### config.mk
export PLATFORM = sky130hd
export DESIGN_NAME = delay_sum_beamformer_flat
export DESIGN_NICKNAME = d
export VERILOG_FILES = /design/src/rtl/delay_sum_beamformer_if.sv /design/src/rtl/delay_sum_beamformer.sv /design/src/flat_wrapper.sv
export SDC_FILE = /design/constraint.sdc
export NUM_CORES = 1
export LEC_CHECK = 0
export CORE_MARGIN = 8
export CORE_UTILIZATION = 43
export CTS_CLUSTER_SIZE = 8
export DETAILED_ROUTE_END_ITERATION = 8
export GPL_TIMING_DRIVEN = 0
export PLACE_DENSITY_LB_ADDON = 0.25
export SLEW_MARGIN = 10
export SYNTH_ARGS = -nofsm -noshare
export SYNTH_HDL_FRONTEND = slang
export SYNTH_SLANG_ARGS = --single-unit
### constraint.sdc
create_clock -name clk -period 10.58 [get_ports clk]
set_input_delay 3.174 -clock clk [delete_from_list [all_inputs] [get_ports clk]]
set_output_delay 3.174 -clock clk [all_outputs]
set_load 0.1 [all_outputs]
### src/rtl/delay_sum_beamformer_if.sv
// Stream and config bundle for delay_sum_beamformer: frame input, per-channel
// delay programming and beamformed sample output (valid/ready on both streams).
interface delay_sum_beamformer_if #(
  parameter int NUM_CHANNELS = 4,
  parameter int SAMPLE_BITS  = 16,
  parameter int DEPTH        = 16,
  parameter int DELAY_BITS   = $clog2(DEPTH),
  parameter int CH_BITS      = $clog2(NUM_CHANNELS)
);
  logic                                  in_valid;
  logic                                  in_ready;
  logic [NUM_CHANNELS*SAMPLE_BITS-1:0]   in_data;
  logic                                  cfg_valid;
  logic [CH_BITS-1:0]                    cfg_channel;
  logic [DELAY_BITS-1:0]                 cfg_delay;
  logic                                  out_valid;
  logic                                  out_ready;
  logic [SAMPLE_BITS-1:0]                out_data;

  modport master (
    output in_valid, in_data, cfg_valid, cfg_channel, cfg_delay, out_ready,
    input  in_ready, out_valid, out_data
  );

  modport slave (
    input  in_valid, in_data, cfg_valid, cfg_channel, cfg_delay, out_ready,
    output in_ready, out_valid, out_data
  );
endinterface

### src/rtl/delay_sum_beamformer.sv
// Delay-and-sum beamformer: per-channel circular history, programmable delays, sequential sum.
// Optional macro BEAMFORMER_SATURATE_EN: output saturated full sum instead of the channel mean.
module delay_sum_beamformer #(
  parameter int NUM_CHANNELS = 4,
  parameter int SAMPLE_BITS  = 16,
  parameter int DEPTH        = 16,
  parameter int DELAY_BITS   = $clog2(DEPTH),
  parameter int CH_BITS      = $clog2(NUM_CHANNELS)
) (
  input  logic                   clk,
  input  logic                   reset,
  delay_sum_beamformer_if.slave  bus,
  output logic                   busy
);
  localparam int ACC_BITS  = SAMPLE_BITS + CH_BITS;
  localparam int FILL_BITS = DELAY_BITS + 1;

  typedef enum logic [1:0] {IDLE, ACCUM, OUTPUT} state_t;

  state_t                        state_q, state_d;
  logic [CH_BITS-1:0]            ch_idx_q, ch_idx_d;
  logic [DELAY_BITS-1:0]         wr_ptr_q, wr_ptr_d;
  logic [FILL_BITS-1:0]          fill_q, fill_d;
  logic signed [ACC_BITS-1:0]    acc_q, acc_d;
  logic                          out_valid_q, out_valid_d;
  logic [SAMPLE_BITS-1:0]        out_data_q, out_data_d;
  logic [DELAY_BITS-1:0]         shadow_q [NUM_CHANNELS];
  logic [DELAY_BITS-1:0]         shadow_d [NUM_CHANNELS];
  logic [DELAY_BITS-1:0]         active_q [NUM_CHANNELS];
  logic [DELAY_BITS-1:0]         active_d [NUM_CHANNELS];

  // History is deliberately left out of reset; the fill count masks stale frames.
  logic signed [SAMPLE_BITS-1:0] hist_mem [NUM_CHANNELS][DEPTH];

  logic                          accept;
  logic [DELAY_BITS-1:0]         rd_delay;
  logic [DELAY_BITS-1:0]         rd_idx;
  logic signed [SAMPLE_BITS-1:0] rd_sample;
  logic signed [ACC_BITS-1:0]    contrib;
  logic signed [ACC_BITS-1:0]    acc_next;

`ifdef BEAMFORMER_SATURATE_EN
  localparam logic signed [ACC_BITS-1:0] SAT_MAX =
    ACC_BITS'((64'sd1 <<< (SAMPLE_BITS - 1)) - 64'sd1);
  localparam logic signed [ACC_BITS-1:0] SAT_MIN = ~SAT_MAX;
`endif

  assign accept    = bus.in_valid && (state_q == IDLE);
  assign rd_delay  = active_q[ch_idx_q];
  assign rd_idx    = wr_ptr_q - rd_delay;
  assign rd_sample = hist_mem[ch_idx_q][rd_idx];
  // fill_q already counts the frame being summed, so delay 0 always contributes.
  assign contrib   = ({1'b0, rd_delay} >= fill_q) ? '0
                   : {{CH_BITS{rd_sample[SAMPLE_BITS-1]}}, rd_sample};
  assign acc_next  = acc_q + contrib;

  assign bus.in_ready  = (state_q == IDLE);
  assign busy          = (state_q != IDLE);
  assign bus.out_valid = out_valid_q;
  assign bus.out_data  = out_data_q;

  always_comb begin
    state_d     = state_q;
    ch_idx_d    = ch_idx_q;
    wr_ptr_d    = wr_ptr_q;
    fill_d      = fill_q;
    acc_d       = acc_q;
    out_valid_d = out_valid_q;
    out_data_d  = out_data_q;
    shadow_d    = shadow_q;
    active_d    = active_q;

    // Every CH_BITS index is a real channel because the count is a power of two.
    if (bus.cfg_valid) begin
      shadow_d[bus.cfg_channel] = bus.cfg_delay;
    end

    case (state_q)
      IDLE: begin
        if (accept) begin
          active_d = shadow_q;
          acc_d    = '0;
          ch_idx_d = '0;
          fill_d   = (fill_q == FILL_BITS'(DEPTH)) ? fill_q : fill_q + 1'b1;
          state_d  = ACCUM;
        end
      end
      ACCUM: begin
        acc_d    = acc_next;
        ch_idx_d = ch_idx_q + 1'b1;
        if (ch_idx_q == CH_BITS'(NUM_CHANNELS - 1)) begin
          wr_ptr_d    = wr_ptr_q + 1'b1;
          out_valid_d = 1'b1;
          state_d     = OUTPUT;
`ifdef BEAMFORMER_SATURATE_EN
          if (acc_next > SAT_MAX) begin
            out_data_d = SAT_MAX[SAMPLE_BITS-1:0];
          end else if (acc_next < SAT_MIN) begin
            out_data_d = SAT_MIN[SAMPLE_BITS-1:0];
          end else begin
            out_data_d = SAMPLE_BITS'(acc_next);
          end
`else
          out_data_d = SAMPLE_BITS'(acc_next >>> CH_BITS);
`endif
        end
      end
      OUTPUT: begin
        if (bus.out_ready) begin
          out_valid_d = 1'b0;
          state_d     = IDLE;
        end
      end
      default: state_d = IDLE;
    endcase
  end

  always_ff @(posedge clk or posedge reset) begin
    if (reset) begin
      state_q     <= IDLE;
      ch_idx_q    <= '0;
      wr_ptr_q    <= '0;
      fill_q      <= '0;
      acc_q       <= '0;
      out_valid_q <= 1'b0;
      out_data_q  <= '0;
      for (int c = 0; c < NUM_CHANNELS; c++) begin
        shadow_q[c] <= '0;
        active_q[c] <= '0;
      end
    end else begin
      state_q     <= state_d;
      ch_idx_q    <= ch_idx_d;
      wr_ptr_q    <= wr_ptr_d;
      fill_q      <= fill_d;
      acc_q       <= acc_d;
      out_valid_q <= out_valid_d;
      out_data_q  <= out_data_d;
      shadow_q    <= shadow_d;
      active_q    <= active_d;
    end
  end

  always_ff @(posedge clk) begin
    if (accept) begin
      for (int c = 0; c < NUM_CHANNELS; c++) begin
        hist_mem[c][wr_ptr_q] <= bus.in_data[c*SAMPLE_BITS +: SAMPLE_BITS];
      end
    end
  end
endmodule

### src/flat_wrapper.sv
// flat-port wrapper written by rule: the top's interface ports become plain ports
module delay_sum_beamformer_flat 
#(
  parameter int NUM_CHANNELS = 4,
  parameter int SAMPLE_BITS  = 16,
  parameter int DEPTH        = 16,
  parameter int DELAY_BITS   = $clog2(DEPTH),
  parameter int CH_BITS      = $clog2(NUM_CHANNELS)
)
  (clk, reset, busy, bus_in_valid, bus_in_data, bus_cfg_valid, bus_cfg_channel, bus_cfg_delay, bus_out_ready, bus_in_ready, bus_out_valid, bus_out_data);
  delay_sum_beamformer_if #(.NUM_CHANNELS(NUM_CHANNELS), .SAMPLE_BITS(SAMPLE_BITS), .DEPTH(DEPTH), .DELAY_BITS(DELAY_BITS), .CH_BITS(CH_BITS)) bus_i ();
  input  logic clk;
  input  logic reset;
  output logic busy;
  input wire logic [$bits(bus_i.in_valid)-1:0] bus_in_valid;
  input wire logic [$bits(bus_i.in_data)-1:0] bus_in_data;
  input wire logic [$bits(bus_i.cfg_valid)-1:0] bus_cfg_valid;
  input wire logic [$bits(bus_i.cfg_channel)-1:0] bus_cfg_channel;
  input wire logic [$bits(bus_i.cfg_delay)-1:0] bus_cfg_delay;
  input wire logic [$bits(bus_i.out_ready)-1:0] bus_out_ready;
  output wire logic [$bits(bus_i.in_ready)-1:0] bus_in_ready;
  output wire logic [$bits(bus_i.out_valid)-1:0] bus_out_valid;
  output wire logic [$bits(bus_i.out_data)-1:0] bus_out_data;
  assign bus_i.in_valid = bus_in_valid;
  assign bus_i.in_data = bus_in_data;
  assign bus_i.cfg_valid = bus_cfg_valid;
  assign bus_i.cfg_channel = bus_cfg_channel;
  assign bus_i.cfg_delay = bus_cfg_delay;
  assign bus_i.out_ready = bus_out_ready;
  assign bus_in_ready = bus_i.in_ready;
  assign bus_out_valid = bus_i.out_valid;
  assign bus_out_data = bus_i.out_data;
  delay_sum_beamformer #(.NUM_CHANNELS(NUM_CHANNELS), .SAMPLE_BITS(SAMPLE_BITS), .DEPTH(DEPTH), .DELAY_BITS(DELAY_BITS), .CH_BITS(CH_BITS)) u_core (.clk(clk), .reset(reset), .bus(bus_i), .busy(busy));
endmodule
Word level (Yosys, flattened, before mapping)

Memories as Yosys holds them, arrays and structs flattened.
Index checks and enable logic that the tools add are counted.

Register bits after elaboration: 80
Memory bits (writable): 1024
Input bits: 75
Output and inout port bits: 19
Word-level logic and storage cells: 78
Memories kept: 1

Add/subtract/negate cells: 5
Order comparisons: 7
Eq/ne operators: 7
Multiplexer cells: 25
Bitwise gates (word level): 5
Reductions and logical operators: 13

Memories:

| name            | depth | width | read ports | clocked after memory_dff | write ports | RTL line                   | RTL |
|---|---|---|---|---|---|---|---|
| u_core.hist_mem | 4     | 256   | 1          | 0                        | 4           | delay_sum_beamformer.sv:33 | `logic signed [SAMPLE_BITS-1:0] hist_mem [NUM_CHANNELS][DEPTH];` |

Operators by type and width:

| kind                  | number |
|---|---|
| $mux W256             | 1 |
| $bmux W16 S4          | 1 |
| $demux W16 S4         | 1 |
| $mux W16              | 3 |
| $mux W18              | 2 |
| $pmux W18 S2          | 1 |
| $add A18 B18 Y18      | 1 |
| $bwmux W16            | 1 |
| $mux W4               | 3 |
| $ge A5 B5 Y1 const B  | 2 |
| $not A4 Y5            | 2 |
| $reduce_and A3 Y1     | 3 |
| $bmux W4 S2           | 1 |
| $demux W4 S2          | 1 |
| $mux W2               | 4 |
| $ge A3 B3 Y1 const B  | 2 |
| $not A2 Y3            | 2 |
| $pmux W2 S3           | 1 |
| $reduce_and A2 Y1     | 3 |
| $reduce_bool A2 Y1    | 3 |
| $add A5 B1 Y5 const B | 1 |
| $eq A5 B5 Y1 const B  | 1 |
| $ge A4 B5 Y1          | 1 |
| $lt A5 B1 Y1 const B  | 1 |
| 14 further kinds      | 20 |

Logic depth before layout (Yosys ltp)

Word-level depth: 12
Gate-level depth with buffers: 24
Gate-level depth less buffers: 19

Worst setup path after synthesis

No wires, ideal clock.

Kind: input -> register
Start point: input bus_in_valid
End point: memory u_core.hist_mem[0][192] in the netlist's numbering (enable)
Setup time: 0.565 ns
Data arrival time: 8.227 ns
Data required time: 10.015 ns
Path slack: 1.788 ns
Stages on the path: 5
Buffers on the path: 2
Cell sequence: and2_1 -> clkbuf_1 -> clkbuf_1 -> nand2_1 -> nor3_1

RTL lines:

| item            | RTL line                   | RTL |
|---|---|---|
| start, declared | flat_wrapper.sv:15         | `input wire logic [$bits(bus_i.in_valid)-1:0] bus_in_valid;` |
| end, declared   | delay_sum_beamformer.sv:33 |  |

Worst setup path in the final report

Start point: register u_core.ch_idx_q[1]
End point: register u_core.acc_q[14]

Cells in the longest elaborated chain, start to end: 12
Elaborated cells between the ends (all ways): 14
Classes of those cells: 2 x add/sub; 1 x order compare; 8 x mux; 2 x bitwise; 1 x memory

Ends and longest elaborated chain:

| item                                        | RTL line                    | RTL |
|---|---|---|
| start, declared                             | delay_sum_beamformer.sv:21  | `logic [CH_BITS-1:0] ch_idx_q, ch_idx_d;` |
| start signal, assigned                      | delay_sum_beamformer.sv:133 | `ch_idx_q <= ch_idx_d;` |
| $not A2 Y3 (not written as such)            | delay_sum_beamformer.sv:49  | `assign rd_delay = active_q[ch_idx_q];` |
| $bmux W4 S2                                 | delay_sum_beamformer.sv:49  |  |
| $mux W4 (not written as such) (2 in a row)  | delay_sum_beamformer.sv:49  |  |
| $sub A4 B4 Y4                               | delay_sum_beamformer.sv:50  | `assign rd_idx = wr_ptr_q - rd_delay;` |
| $not A4 Y5 (not written as such)            | delay_sum_beamformer.sv:51  | `assign rd_sample = hist_mem[ch_idx_q][rd_idx];` |
| $bmux W16 S4                                | delay_sum_beamformer.sv:51  |  |
| $mux W16 (not written as such) (2 in a row) | delay_sum_beamformer.sv:51  |  |
| $mux W18 (*)                                | delay_sum_beamformer.sv:53  | `assign contrib = ({1'b0, rd_delay} >= fill_q) ? '0` |
| $add A18 B18 Y18 (*)                        | delay_sum_beamformer.sv:55  | `assign acc_next = acc_q + contrib;` |
| $pmux W18 S2 (*)                            | delay_sum_beamformer.sv:78  | `case (state_q)` |
| end signal, assigned                        | delay_sum_beamformer.sv:124 | `acc_q <= '0;` |
| end signal, assigned                        | delay_sum_beamformer.sv:136 | `acc_q <= acc_d;` |
| end, declared                               | delay_sum_beamformer.sv:24  | `logic signed [ACC_BITS-1:0] acc_q, acc_d;` |

Every way passes the cells marked *; elsewhere a longest branch is shown, timed or not. The select of a mux whose other input is x is not followed.
A chain may end at the register's enable or synchronous reset.

==> metrics.md <==
| Metric | Value |
|---|---|
| Outcome | `completed` |
| Sequential-to-total area share from yosys stat | `0.759` |
| CTS resizes | `0` |
| DR DRC count | `0` |
| Clock sinks | `~1100` |
| Clock skew | `0.0420 ns` |
| Gr usage total | `0.196` |
| First-pass GRT wire length | `156000 um` |
| Syn_nets | `a little over 2000` |
| Detailed Route WL | `about 110000 um` |
| Die X | `about 330 um` |
| Max Cap Violations | `0` |
| Crit path time final | `8.74 ns` |
| Critical-path maximum fanout | `10` |
| Top cell type's share of synthesized area | `0.713` |
| Number of enable flip-flop cells after synthesis | `1024` |
| Met1 usage | `0.270` |
| Hold Crit Class | `register to register` |
| Vias in the first global route | `22000` |
| Routed vias | `between 20000 and 25000` |
| GR Overflow Total | `0` |
| Clock root buffer | `clkbuf_16` |
| Initial Utilization | `0.433` |
| Area growth syn-to-layout | `18.1%` |
| DR pass1 iterations | `5` |
| Vias per inst | `5.89` |
| Startpoint types | `register` |
| Tightest Pin Transition | `1.36 ns` |
| Largest area contributor in the netlist | `edfxtp_1` |
| Final Hold Viols | `0` |
| Seq cells post-synth | `~1100` |
| Die height | `333 um` |
| Worst endpoint required time | `between 10 and 15 ns` |
| Crit. End Element | `register` |
| Tcrit/Tclk final | `0.826` |
| Met2 GRT Util | `0.308` |
| Slew margin rel. | `0.0958` |
| Initial antenna violation count | `8` |
| CORE AREA | `~100000 um2` |
| GR peak layer | `met2` |
| Layout cell share with drive strength beyond 1 | `0.293` |
| Commonest non-fill, non-tap cells in the layout | `1024 x edfxtp_1, 338 x mux4_2, 158 x clkbuf_16` |
| RSZ-0062 raised after global routing | `no` |
| H-tree depth | `4` |
| Clock-pin slew on the worst setup and hold paths | `about 0.05 ns` |
| Clk_lat worst skew | `between 0.7 and 0.8 ns` |
| # nets final | `roughly 2300` |
| Avg Inst Size Synth | `22.5 um2` |
| Crit Path Class | `register to register` |
| Post-CTS Setup Bufs | `0` |
| Cells after Synth | `1914` |
| I/O Buffers | `93` |
| Final RePlAce weighted congestion | `a little over 0.8` |
| Synth cell types | `48` |
| Fmax | `around 110 MHz` |
| Die area | `between 100000 and 150000 um2` |
| DR iter-0 viols | `~2600` |
| Final setup fails | `0` |
| Post-Syn Area | `between 40000 and 50000 um2` |
| Top cells by area, synth | `edfxtp_1 71%, mux4_2 18%, dfrtp_1 4.6%` |
| Post-layout instance area | `around 50000 um2` |
| CP arrival | `between 9 and 10 ns` |
| Site Rows | `approximately 120` |
| Most common cell after layout, fill and taps aside | `edfxtp_1` |
| M3 GR Usage | `0.0494` |
| Routed Antenna Nets | `0` |
| Setup tns final | `0 ns` |
| Largest net degree at the start of global routing | `53` |
| Final Max Slew Viols | `0` |
| Syn. warnings | `0` |
| Post-DP HPWL | `68200 um` |
| I/O pin cnt | `94` |
| Hold Buf Count CTS | `0` |
| WL/cell | `about 30 um` |
| Num CTS Buffers | `between 150 and 200` |
| Async SR Flop Fraction | `0.0725` |
| Layout Utilization | `0.511` |
| Area post-placement | `46600 um2` |
| CTS tree | `built` |
| Top_reg_cell synth | `edfxtp_1` |
| Max clock buf depth | `3` |
-- routing by layer --
metal  part of all wire  wire, um
met3              0.086      9330
met2               0.48     51800
met1               0.41     44700
met4              0.027      2970
met5            0.00025        27
-- state kept, by name, summed over array words and instances (netlist names), 4 cells and up --
name and cells:
u_core.acc_q 18, u_core.active_q 16, u_core.bus.out_data 16, u_core.fill_q 5
u_core.hist_mem 1024, u_core.shadow_q 16, u_core.wr_ptr_q 4
-- worst paths after layout --
| check | slack (ns) | cells after the start | from | to |
|---|---|---|---|---|
| max | 1.84 | 23 | u_core.ch_idx_q[1]$_DFFE_PP0P_ | u_core.acc_q[14]$_DFFE_PP0P_ |
| min | 0.45 | 2 | u_core.shadow_q[10]$_DFFE_PP0P_ | u_core.active_q[10]$_DFFE_PP0P_ |
| max reg2reg | 1.84 | 23 | u_core.ch_idx_q[1]$_DFFE_PP0P_ | u_core.acc_q[14]$_DFFE_PP0P_ |
| min reg2reg | 0.45 | 2 | u_core.shadow_q[10]$_DFFE_PP0P_ | u_core.active_q[10]$_DFFE_PP0P_ |
| max in group asynchronous | 7.20 | 3 | reset | u_core.acc_q[2]$_DFFE_PP0P_ |
| min in group asynchronous | 2.80 | 2 | reset | u_core.active_q[9]$_DFFE_PP0P_ |
-- cell type report --
class,count,area (um2)
Inverter,21,81.3
Tap cell,1298,1620
Multi-Input combinational cell,695,10000
Sequential cell,1104,32800
Clock buffer,176,4030
Buffer,94,463
Antenna cell,2,5.00
Fill cell,7633,48800
Timing Repair Buffer,147,1720
Clock inverter,13,272
-- critical path, cell delays in order (launching register included) --
cell,delay [ns]
dfrtp_1,0.41
buf_2,0.37
buf_1,0.70
clkbuf_2,0.68
mux4_2,0.36
ha_1,0.14
inv_1,0.05
fa_1,0.48
clkbuf_1,0.40
clkbuf_1,0.49
clkbuf_1,0.97
mux4_2,0.43
mux4_2,0.46
and2_1,0.17
ha_1,0.22
fa_1,0.42
a21o_1,0.18
a21oi_1,0.31
o211ai_1,0.17
a211o_1,0.34
a31o_2,0.26
a21oi_1,0.18
xor2_1,0.25
o21ai_0,0.11
-- synth_stat cells, types with 3 or more instances --
cell type	n
a21oi_1	20
a21o_1	5
o21a_1	3
clkbuf_1	49
inv_1	21
buf_2	25
o21ai_0	41
mux2_2	17
o21bai_1	3
dfrtp_1	80
edfxtp_1	1024
xnor2_1	14
a211oi_1	4
nand2_1	96
buf_6	5
buf_4	3
nor3_1	7
mux4_2	338
a211o_1	3
and2_1	18
nand2b_1	5
nand4_1	6
nor2_1	26
xor2_1	8
ha_1	31
buf_1	12
nand3_1	22
-- through the flow --
stage / hold WS [ns] / setup WS [ns] / std cells
final: 0.452 / 1.84 / 3550
after floorplan: 0.433 / 1.79 / 1914
after global routing: 0.492 / 1.39 / 3548
after CTS: 0.464 / 1.42 / 3548
after detailed placement: 0.462 / 1.43 / 3359
after global placement: 0.459 / -2.28 / 3305
-- cell families (layout without fill, tap and decap cells) --
family | Yosys count | in the layout | share of synthesized area
AO/OA/AOI/OAI | 91 | 91 | 0.0124
XOR/XNOR | 24 | 24 | 0.00554
adder cells (fa/ha/maj) | 33 | 33 | 0.00992
buffers and inverters | 115 | 451 | 0.0119
flip-flops | 1104 | 1104 | 0.759
multiplexers | 356 | 356 | 0.181
other | 0 | 2 | 0
AND/OR/NAND/NOR | 191 | 191 | 0.0200
Power is not shown: default switching activity piles up to over one toggle a cycle in this logic, so the estimate is an artifact.
